--- config.mk ---
export PLATFORM = sky130hd
export DESIGN_NAME = uart_cmd_responder
export DESIGN_NICKNAME = d
export VERILOG_FILES = /design/src/rtl/uart_cmd_responder.sv
export SDC_FILE = /design/constraint.sdc
export NUM_CORES = 1
export LEC_CHECK = 0
export CORE_MARGIN = 2
export CORE_UTILIZATION = 60
export CTS_CLUSTER_SIZE = 8
export DETAILED_ROUTE_END_ITERATION = 8
export GPL_TIMING_DRIVEN = 0
export PLACE_DENSITY_LB_ADDON = 0.2
export SYNTH_ARGS = -nofsm -noshare
export SYNTH_HDL_FRONTEND = slang
export SYNTH_SLANG_ARGS = --single-unit
--- constraint.sdc ---
create_clock -name clk -period 8.86 [get_ports clk]
set_input_delay 2.658 -clock clk [delete_from_list [all_inputs] [get_ports clk]]
set_output_delay 2.658 -clock clk [all_outputs]
set_load 0.01 [all_outputs]
--- src/rtl/uart_cmd_responder.sv ---
`default_nettype none
// +--------------------------------------------------------------------------+
// | Module      : uart_cmd_responder                                         |
// | Description : Host-side command responder at the user end of the UART   |
// |               FIFOs. Pops 5-byte command frames                          |
// |               (SYNC_CMD, CMD, ADDR, DATA, CHK) from the RX FIFO and      |
// |               executes register writes and reads on an internal          |
// |               register file. Every command frame is answered with a      |
// |               4-byte response frame (SYNC_RSP, STATUS, RDATA, RCHK)      |
// |               pushed into the TX FIFO.                                   |
// | Ports       : clk, rst              clock, synchronous active-high reset |
// |               rx_fifo_empty/_dout   RX FIFO status and read data         |
// |               rx_fifo_rd_en         RX FIFO pop strobe                   |
// |               tx_fifo_full          TX FIFO status                       |
// |               tx_fifo_wr_en/_din    TX FIFO push strobe and data         |
// |               reg_rd_addr/_data     fabric-side register read port       |
// |               busy                  high whenever not hunting for sync   |
// |               frame_done            pulse on the last response push      |
// |               frame_err             pulse on timeout or non-OK status    |
// |               err_count             saturating count of frame_err pulses |
// | Revision    : 1.0  initial release                                       |
// +--------------------------------------------------------------------------+
module uart_cmd_responder #(
   parameter int         NUM_REGS       = 16,
   parameter int         TIMEOUT_CYCLES = 50000,
   parameter logic [7:0] SYNC_CMD       = 8'hA5,
   parameter logic [7:0] SYNC_RSP       = 8'h5A
) (
   input  logic        clk,
   input  logic        rst,
   input  logic        rx_fifo_empty,
   input  logic [7:0]  rx_fifo_dout,
   output logic        rx_fifo_rd_en,
   input  logic        tx_fifo_full,
   output logic        tx_fifo_wr_en,
   output logic [7:0]  tx_fifo_din,
   input  logic [7:0]  reg_rd_addr,
   output logic [7:0]  reg_rd_data,
   output logic        busy,
   output logic        frame_done,
   output logic        frame_err,
   output logic [15:0] err_count
);

   localparam int               c_ADDR_W    = (NUM_REGS > 1) ? $clog2(NUM_REGS) : 1;
   localparam int               c_TO_W      = $clog2(TIMEOUT_CYCLES + 1);
   localparam logic [c_TO_W-1:0] c_TO_LAST  = c_TO_W'(TIMEOUT_CYCLES - 1);
   localparam logic [8:0]       c_NUM_REGS9 = 9'(NUM_REGS);

   localparam logic [7:0] c_CMD_WR      = 8'h01;
   localparam logic [7:0] c_CMD_RD      = 8'h02;
   localparam logic [7:0] c_ST_OK       = 8'h00;
   localparam logic [7:0] c_ST_BAD_CHK  = 8'h01;
   localparam logic [7:0] c_ST_BAD_CMD  = 8'h02;
   localparam logic [7:0] c_ST_BAD_ADDR = 8'h03;

   typedef enum logic [2:0] {
      S_HUNT     = 3'd0,
      S_GET_CMD  = 3'd1,
      S_GET_ADDR = 3'd2,
      S_GET_DATA = 3'd3,
      S_GET_CHK  = 3'd4,
      S_EXEC     = 3'd5,
      S_RESP     = 3'd6
   } state_t;

   state_t              state_q,    state_d;
   logic                rd_en_q,    rd_en_d;     // pop strobe presented to the FIFO
   logic                vld_q,      vld_d;       // rx_fifo_dout carries a popped byte
   logic                discard_q,  discard_d;   // next popped byte belongs to an aborted frame
   logic [7:0]          cmd_q,      cmd_d;
   logic [7:0]          addr_q,     addr_d;
   logic [7:0]          data_q,     data_d;
   logic [7:0]          chk_q,      chk_d;
   logic [7:0]          status_q,   status_d;
   logic [7:0]          rdata_q,    rdata_d;
   logic [1:0]          idx_q,      idx_d;
   logic [c_TO_W-1:0]   tmo_q,      tmo_d;
   logic                frame_err_q, frame_err_d;
   logic [15:0]         err_cnt_q,  err_cnt_d;
   logic [7:0]          regs_q [NUM_REGS];
   logic [7:0]          regs_d [NUM_REGS];

   logic                w_chk_ok;
   logic                w_cmd_ok;
   logic                w_addr_ok;
   logic [7:0]          w_status;
   logic [c_ADDR_W-1:0] w_addr_idx;
   logic [7:0]          w_rsp_byte;
   logic                w_rx_state;

   // Frame decode used in EXEC, in priority order checksum, command, address.
   assign w_chk_ok   = ((cmd_q ^ addr_q ^ data_q) == chk_q);
   assign w_cmd_ok   = (cmd_q == c_CMD_WR) || (cmd_q == c_CMD_RD);
   assign w_addr_ok  = ({1'b0, addr_q} < c_NUM_REGS9);
   assign w_addr_idx = addr_q[c_ADDR_W-1:0];

   always_comb begin
      w_status = c_ST_OK;
      if (!w_chk_ok) begin
         w_status = c_ST_BAD_CHK;
      end else if (!w_cmd_ok) begin
         w_status = c_ST_BAD_CMD;
      end else if (!w_addr_ok) begin
         w_status = c_ST_BAD_ADDR;
      end
   end

   always_comb begin
      case (idx_q)
         2'd0:    w_rsp_byte = SYNC_RSP;
         2'd1:    w_rsp_byte = status_q;
         2'd2:    w_rsp_byte = rdata_q;
         default: w_rsp_byte = status_q ^ rdata_q;
      endcase
   end

   always_comb begin
      state_d     = state_q;
      vld_d       = rd_en_q;
      discard_d   = discard_q;
      cmd_d       = cmd_q;
      addr_d      = addr_q;
      data_d      = data_q;
      chk_d       = chk_q;
      status_d    = status_q;
      rdata_d     = rdata_q;
      idx_d       = idx_q;
      tmo_d       = tmo_q;
      frame_err_d = 1'b0;
      err_cnt_d   = err_cnt_q;
      regs_d      = regs_q;
      rd_en_d     = 1'b0;
      w_rx_state  = 1'b0;

      // A delivered byte always consumes any pending discard request.
      if (vld_q) begin
         discard_d = 1'b0;
      end

      case (state_q)
         S_HUNT: begin
            tmo_d = '0;
            if (vld_q && !discard_q && (rx_fifo_dout == SYNC_CMD)) begin
               state_d = S_GET_CMD;
            end
         end

         S_GET_CMD, S_GET_ADDR, S_GET_DATA, S_GET_CHK: begin
            if (vld_q) begin
               tmo_d = '0;
               case (state_q)
                  S_GET_CMD: begin
                     cmd_d   = rx_fifo_dout;
                     state_d = S_GET_ADDR;
                  end
                  S_GET_ADDR: begin
                     addr_d  = rx_fifo_dout;
                     state_d = S_GET_DATA;
                  end
                  S_GET_DATA: begin
                     data_d  = rx_fifo_dout;
                     state_d = S_GET_CHK;
                  end
                  default: begin
                     chk_d   = rx_fifo_dout;
                     state_d = S_EXEC;
                  end
               endcase
            end else if (tmo_q == c_TO_LAST) begin
               // Abort. A pop issued this cycle still delivers a byte next
               // cycle; it belongs to the dead frame and must not be hunted.
               tmo_d       = '0;
               frame_err_d = 1'b1;
               state_d     = S_HUNT;
               discard_d   = rd_en_q;
            end else begin
               tmo_d = tmo_q + 1'b1;
            end
         end

         S_EXEC: begin
            status_d = w_status;
            idx_d    = 2'd0;
            state_d  = S_RESP;
            if (w_status == c_ST_OK) begin
               if (cmd_q == c_CMD_WR) begin
                  regs_d[w_addr_idx] = data_q;
                  rdata_d            = data_q;
               end else begin
                  rdata_d = regs_q[w_addr_idx];
               end
            end else begin
               rdata_d     = 8'h00;
               frame_err_d = 1'b1;
            end
         end

         S_RESP: begin
            if (!tx_fifo_full) begin
               idx_d = idx_q + 2'd1;
               if (idx_q == 2'd3) begin
                  state_d = S_HUNT;
               end
            end
         end

         default: begin
            state_d = S_HUNT;
         end
      endcase

      if (frame_err_d && (err_cnt_q != 16'hFFFF)) begin
         err_cnt_d = err_cnt_q + 16'd1;
      end

      // Pops are only issued for the state being entered, so no byte is ever
      // requested on the way into EXEC/RESP. The rd_en_q term keeps a single
      // pop outstanding: the FIFO's empty flag does not yet reflect it.
      w_rx_state = (state_d == S_HUNT)     || (state_d == S_GET_CMD)  ||
                   (state_d == S_GET_ADDR) || (state_d == S_GET_DATA) ||
                   (state_d == S_GET_CHK);
      rd_en_d    = w_rx_state && !rx_fifo_empty && !rd_en_q;
   end

   always_ff @(posedge clk) begin
      if (rst) begin
         state_q     <= S_HUNT;
         rd_en_q     <= 1'b0;
         vld_q       <= 1'b0;
         discard_q   <= 1'b0;
         cmd_q       <= 8'h00;
         addr_q      <= 8'h00;
         data_q      <= 8'h00;
         chk_q       <= 8'h00;
         status_q    <= 8'h00;
         rdata_q     <= 8'h00;
         idx_q       <= 2'd0;
         tmo_q       <= '0;
         frame_err_q <= 1'b0;
         err_cnt_q   <= 16'h0000;
         for (int i = 0; i < NUM_REGS; i++) begin
            regs_q[i] <= 8'h00;
         end
      end else begin
         state_q     <= state_d;
         rd_en_q     <= rd_en_d;
         vld_q       <= vld_d;
         discard_q   <= discard_d;
         cmd_q       <= cmd_d;
         addr_q      <= addr_d;
         data_q      <= data_d;
         chk_q       <= chk_d;
         status_q    <= status_d;
         rdata_q     <= rdata_d;
         idx_q       <= idx_d;
         tmo_q       <= tmo_d;
         frame_err_q <= frame_err_d;
         err_cnt_q   <= err_cnt_d;
         regs_q      <= regs_d;
      end
   end

   // The TX strobe must follow tx_fifo_full in the same cycle to avoid pushing
   // into a full FIFO, so the TX side and frame_done are decoded from state.
   assign tx_fifo_wr_en = (state_q == S_RESP) && !tx_fifo_full;
   assign tx_fifo_din   = (state_q == S_RESP) ? w_rsp_byte : 8'h00;
   assign frame_done    = tx_fifo_wr_en && (idx_q == 2'd3);
   assign busy          = (state_q != S_HUNT);
   assign rx_fifo_rd_en = rd_en_q;
   assign frame_err     = frame_err_q;
   assign err_count     = err_cnt_q;

   assign reg_rd_data = ({1'b0, reg_rd_addr} < c_NUM_REGS9) ?
                        regs_q[reg_rd_addr[c_ADDR_W-1:0]] : 8'h00;

endmodule
`default_nettype wire

Word-level counts from Yosys, hierarchy flattened --
Cells that the tools add are included.
Word-level totals: bits in registers 217, input bits 20, output and inout port bits 37, logic and storage cells 133
Operators by class: $add $sub $neg 3, $lt $le $gt $ge 5, eq/ne operators 20, muxes and demuxes 37, bitwise logic cells 6, reductions and logical operators 32
Operators with widths (count):
- 128-bit bitwise mux | 1
- 8-bit 2-to-1 mux | 9
- 8-bit binary-select mux with 4-bit select | 2
- 16-bit by 1-bit adder with 16-bit output, second input constant | 2
- 8-bit demux with 4-bit select | 1
- 16-bit 2-to-1 mux | 2
- 16-bit case mux with 2 select lines | 1
- 8-bit case mux with 3 select lines | 1
- 8-bit bitwise XOR | 3
- 16-bit equality test, second input constant | 1
- 8-bit by 5-bit less-than comparator with 1-bit output, second input constant | 2
- 16-bit != test, second input constant | 1
- 3-bit 2-to-1 mux | 5
- 3-bit AND reduction | 5
- 3-bit by 2-bit equality test with 1-bit output, second input constant | 4
- 3-bit equality test, second input constant | 4
- 3-bit case mux with 4 select lines | 1
- 5-bit greater-or-equal comparator, second input constant | 2
- 4-bit NOT with 5-bit output | 2
- 3-bit case mux with 3 select lines | 1
- 8-bit by 1-bit equality test with 1-bit output, second input constant | 1
- 8-bit by 2-bit equality test with 1-bit output, second input constant | 1
- 8-bit equality test | 1
- 8-bit equality test, second input constant | 1
- 22 further kinds | 49

Longest topological paths before layout --
word-level depth 12, mapped depth 10, mapped depth without buffers 7

Worst setup path after synthesis --
No wires, ideal clock.
path type input-to-output, from input port reg_rd_addr[0], to output port reg_rd_data[0], arrival 4588 ps, data required time 6202 ps, path slack 1614 ps, stages on the path 5, buffers on the path 2, cell sequence clkbuf_1 > buf_1 > mux4_2 > mux4_2 > nor2b_1
Between the ends: cells in the longest elaborated chain, start to end 5, elaborated cells between the ends (all ways) 6, those cells by class 1 x order compare; 4 x mux; 1 x bitwise
Ends and longest elaborated chain:
- start: declaration | RTL line 37 | input logic [7:0] reg_rd_addr,
- 4-bit NOT with 5-bit output (not written as such) | RTL line 275 | regs_q[reg_rd_addr[c_ADDR_W-1:0]] : 8'h00;
- 8-bit binary-select mux with 4-bit select | RTL line 275
- 8-bit 2-to-1 mux (not written as such) (2 in a row) | RTL line 275
- 8-bit 2-to-1 mux (*) | RTL line 274 | assign reg_rd_data = ({1'b0, reg_rd_addr} < c_NUM_REGS9) ?
- end: declaration | RTL line 38 | output logic [7:0] reg_rd_data,
Every way passes the cells marked *; elsewhere a longest branch is shown, timed or not. The select of a mux whose other input is x is not followed.

Worst setup path in the final report --
from input port reg_rd_addr[1], to output port reg_rd_data[5]
The elaborated chain is that of the path after synthesis.

==> impl_metrics.tcl <==
set metrics [dict create \
    status "finished clean" \
    setup_tns_ns 0 \
    die_area_um2 19100 \
    fin_area_um2 12400 \
    die_y_um 138 \
    drtPass1Iterations 6 \
    yosysSeqAreaShare_pct 39.1 \
    rows 49 \
    htreeDepth 1 \
    synth_ff_type "dfxtp_1" \
    antenna_found_initial 0 \
    grt_overflow_total 0 \
    drv_cap 0 \
    critPathRequiredTime_ns 6.20 \
    p_switching_w 0.000436 \
    totalWireLength_um 29900 \
    crit_path_max_fanout 10 \
    core_um2 17800 \
    criticalPathCategory "primary input to primary output" \
    nFillCells 1381 \
    crit_top_cell "clkbuf_1" \
    yosysTopAreaCellShare_pct 39.1 \
    crit_family "buffers and inverters" \
    pwr-share-seq_pct 47.4 \
    worstMarginPinSlew_ns 1.05 \
    cts_buffers 30 \
    cp_data_arrival_time_ns 5.81 \
    cts-hold-fix-buffers 0 \
    fin_skew_ns 0.0116 \
    clkLatencyLatePin_ns 0.55 \
    p_total_w 0.00201 \
    hold_class "flip-flop to flip-flop" \
    rsz0062_at_grt "no" \
    hpwl_um 20600 \
    syn_to_final_growth_pct 14.7 \
    syn_area_um2 10800 \
    cellPowerDensity_nw_per_um2 162 \
    grt_pass1_vias 8355 \
    cts.sinks 211 \
    worst-path-buf-inv 4 \
    fin_crit_sh_pct 95.6 \
    cts_tree "yes" \
    ys.warnings.count 0 \
    ys_top_cells_by_area "dfxtp_1, mux4_2, mux2i_1, nor2_1, nand2_1" \
    synth-async-reset-ratio_pct 0 \
    combPwrFrac_pct 2.6 \
    grtUsageTotal_pct 30.8 \
    drv_slew 0 \
    setup_viol 0 \
    path_cells "clkbuf_1 > clkbuf_1 > clkbuf_1 > mux4_2 > mux4_2 > nor2b_1 > clkdlybuf4s50_1" \
    synth.avg_cell_area_um2 10.1 \
    io_pins 57 \
    clockBufferDepth 3 \
    yosys.area.top_type "dfxtp_1" \
    critical-path-max-stage-delay_ns 0.63 \
    synthCells 1066 \
    internal_power_w 0.00157 \
    fp.dieW_um 138 \
    ys_seq_elements 211 \
    post-cts-setup-buffers 0 \
    hold_viol 0 \
    synth_most_common_cell "dfxtp_1" \
    place.gp.congestion 0.918 \
    fin_nets 1176 \
    ys_types 54 \
    avgViaCountPerCell 6.29 \
    syn_nets 1092 \
    post-route-min-period_ns 8.47 \
    p_leak_nw 4.91 \
    cp-start-kind "primary input" \
    synth_common_cells "dfxtp_1, nor2_1, mux2i_1" \
    max_clock_freq_ghz 0.118 \
    detailed_place.area_um2 11600 \
    grt_max_degree 15 \
    switching_share_pct 21.7 \
    port_buffers 52 \
    grt_pass1_wl_um 46600 \
    ir_drop_mv 0.153 \
    first_iter_violations 724 \
    path_clk_slew_ns 0.05 \
    start_util_pct 60.6 \
    drc 0 \
    cts_resized 0 \
    drive_gt1_share_pct 14.3 \
    vias 8678 \
    routedWlPerCell_um 21.7 \
    slowest_stage "clkbuf_1" \
    ant_nets 0 \
    worst_setup_path_end_kind "primary output" \
    slew_headroom_pct 29.2 \
    synth_edf_count 0 \
    antenna_cells 0 \
    clockPowerShare_pct 50.0 \
    cts-root-buf "clkbuf_16" \
]
[per-layer routing]
layer | vias up | track usage (%) | routed length, µm
met5 | - | 0 | 0
met4 | 0 | 13.2 | 1320
met3 | 98 | 5.33 | 2450
met2 | 395 | 50.0 | 13800
met1 | 4218 | 41.0 | 12300
li1 | 3967 | - | -
[final cells by class]
class | count | area, µm² | share of cell area (%)
flip-flops and latches | 211 | 4220 | 34.1
plain buffers | 88 | 399 | 3.22
repair buffers | 52 | 520 | 4.20
clock inverters | 1 | 7.51 | 0.0606
well taps | 229 | 287 | 2.31
inverters | 6 | 22.5 | 0.182
clock buffers | 31 | 776 | 6.26
multi-input cells | 761 | 6160 | 49.7
[worst paths after layout]
| check | cells past startpoint | start | end | slack [ns] |
|---|---|---|---|---|
| setup / recovery | 7 | reg_rd_addr[1] | reg_rd_data[5] | 0.39 |
| hold / removal | 1 | rx_fifo_rd_en | rx_fifo_rd_en | 0.45 |
| setup reg to reg | 9 | data_q[1] | err_count[7] | 5.94 |
| hold reg to reg | 1 | rx_fifo_rd_en | rx_fifo_rd_en | 0.45 |
[flip-flops by register name, summed over array words and instances (netlist names)]
register,cells
data_q,8
err_count,16
status_q,2
state_q,3
addr_q,8
cmd_q,8
regs_q,128
idx_q,2
vld_q,1
rdata_q,8
discard_q,1
tmo_q,16
chk_q,8
rx_fifo_rd_en,1
frame_err,1
[power by group through the flow]
| stage | clock (W) | combinational (W) | sequential [W] |
|---|---|---|---|
| 2_1_floorplan | 0 | 0.0000283 | 0.000971 |
| 3_3_place_gp | 0 | 0.0000518 | 0.000971 |
| 3_5_place_dp | 0 | 0.0000521 | 0.000971 |
| 4_1_cts | 0.00101 | 0.0000522 | 0.000952 |
| 5_1_grt | 0.00104 | 0.0000559 | 0.000951 |
| 6_report | 0.00101 | 0.0000526 | 0.000952 |
[per-stage QoR]
| stage | cells | hold WS, ns | util [%] | setup slack, ns |
|---|---|---|---|---|
| after floorplan | 1066 | 0.439 | - | 1.61 |
| after global placement | 1347 | 0.427 | 65.1 | 0.438 |
| after detailed placement | 1347 | 0.435 | 65.1 | 0.454 |
| after CTS | 1379 | 0.445 | 69.5 | 0.446 |
| after global routing | 1379 | 0.470 | 69.5 | 0.304 |
| final | 1379 | 0.447 | 69.5 | 0.390 |
[cells by family (layout without fill, tap and decap cells)]
group | after synthesis | after routing | share of synthesized area (%)
AOI/OAI and AO/OA | 102 | 102 | 5.88
buffers and inverters | 94 | 178 | 3.90
muxes | 208 | 208 | 28.5
DFF | 211 | 211 | 39.1
xor gates and xnor gates | 47 | 47 | 3.81
adders and majority gates | 6 | 6 | 0.695
and+or+nand+nor | 398 | 398 | 18.1
[placed cells by master (no fill, tap or decap), types with 4 or more instances in the layout]
| master | n |
|---|---|
| clkdlybuf4s50_1 | 52 |
| and3_1 | 12 |
| clkbuf_1 | 52 |
| inv_1 | 6 |
| nor2_1 | 174 |
| a22oi_1 | 9 |
| clkbuf_16 | 31 |
| nand3b_1 | 4 |
| a21oi_1 | 63 |
| nand3_1 | 13 |
| buf_2 | 19 |
| or3_1 | 7 |
| a2111oi_2 | 4 |
| a211oi_1 | 9 |
| dfxtp_1 | 211 |
| o21ai_0 | 6 |
| mux2i_1 | 125 |
| ha_1 | 6 |
| mux2_2 | 4 |
| xor2_1 | 16 |
| nor2b_1 | 21 |
| nand4_1 | 21 |
| buf_1 | 6 |
| buf_4 | 10 |
| mux4_2 | 79 |
| and2_1 | 7 |
| nand4_4 | 4 |
| xnor2_1 | 31 |
| nand4b_1 | 5 |
| nand2_1 | 101 |
Note: power is estimated with default switching activity, not from simulation.
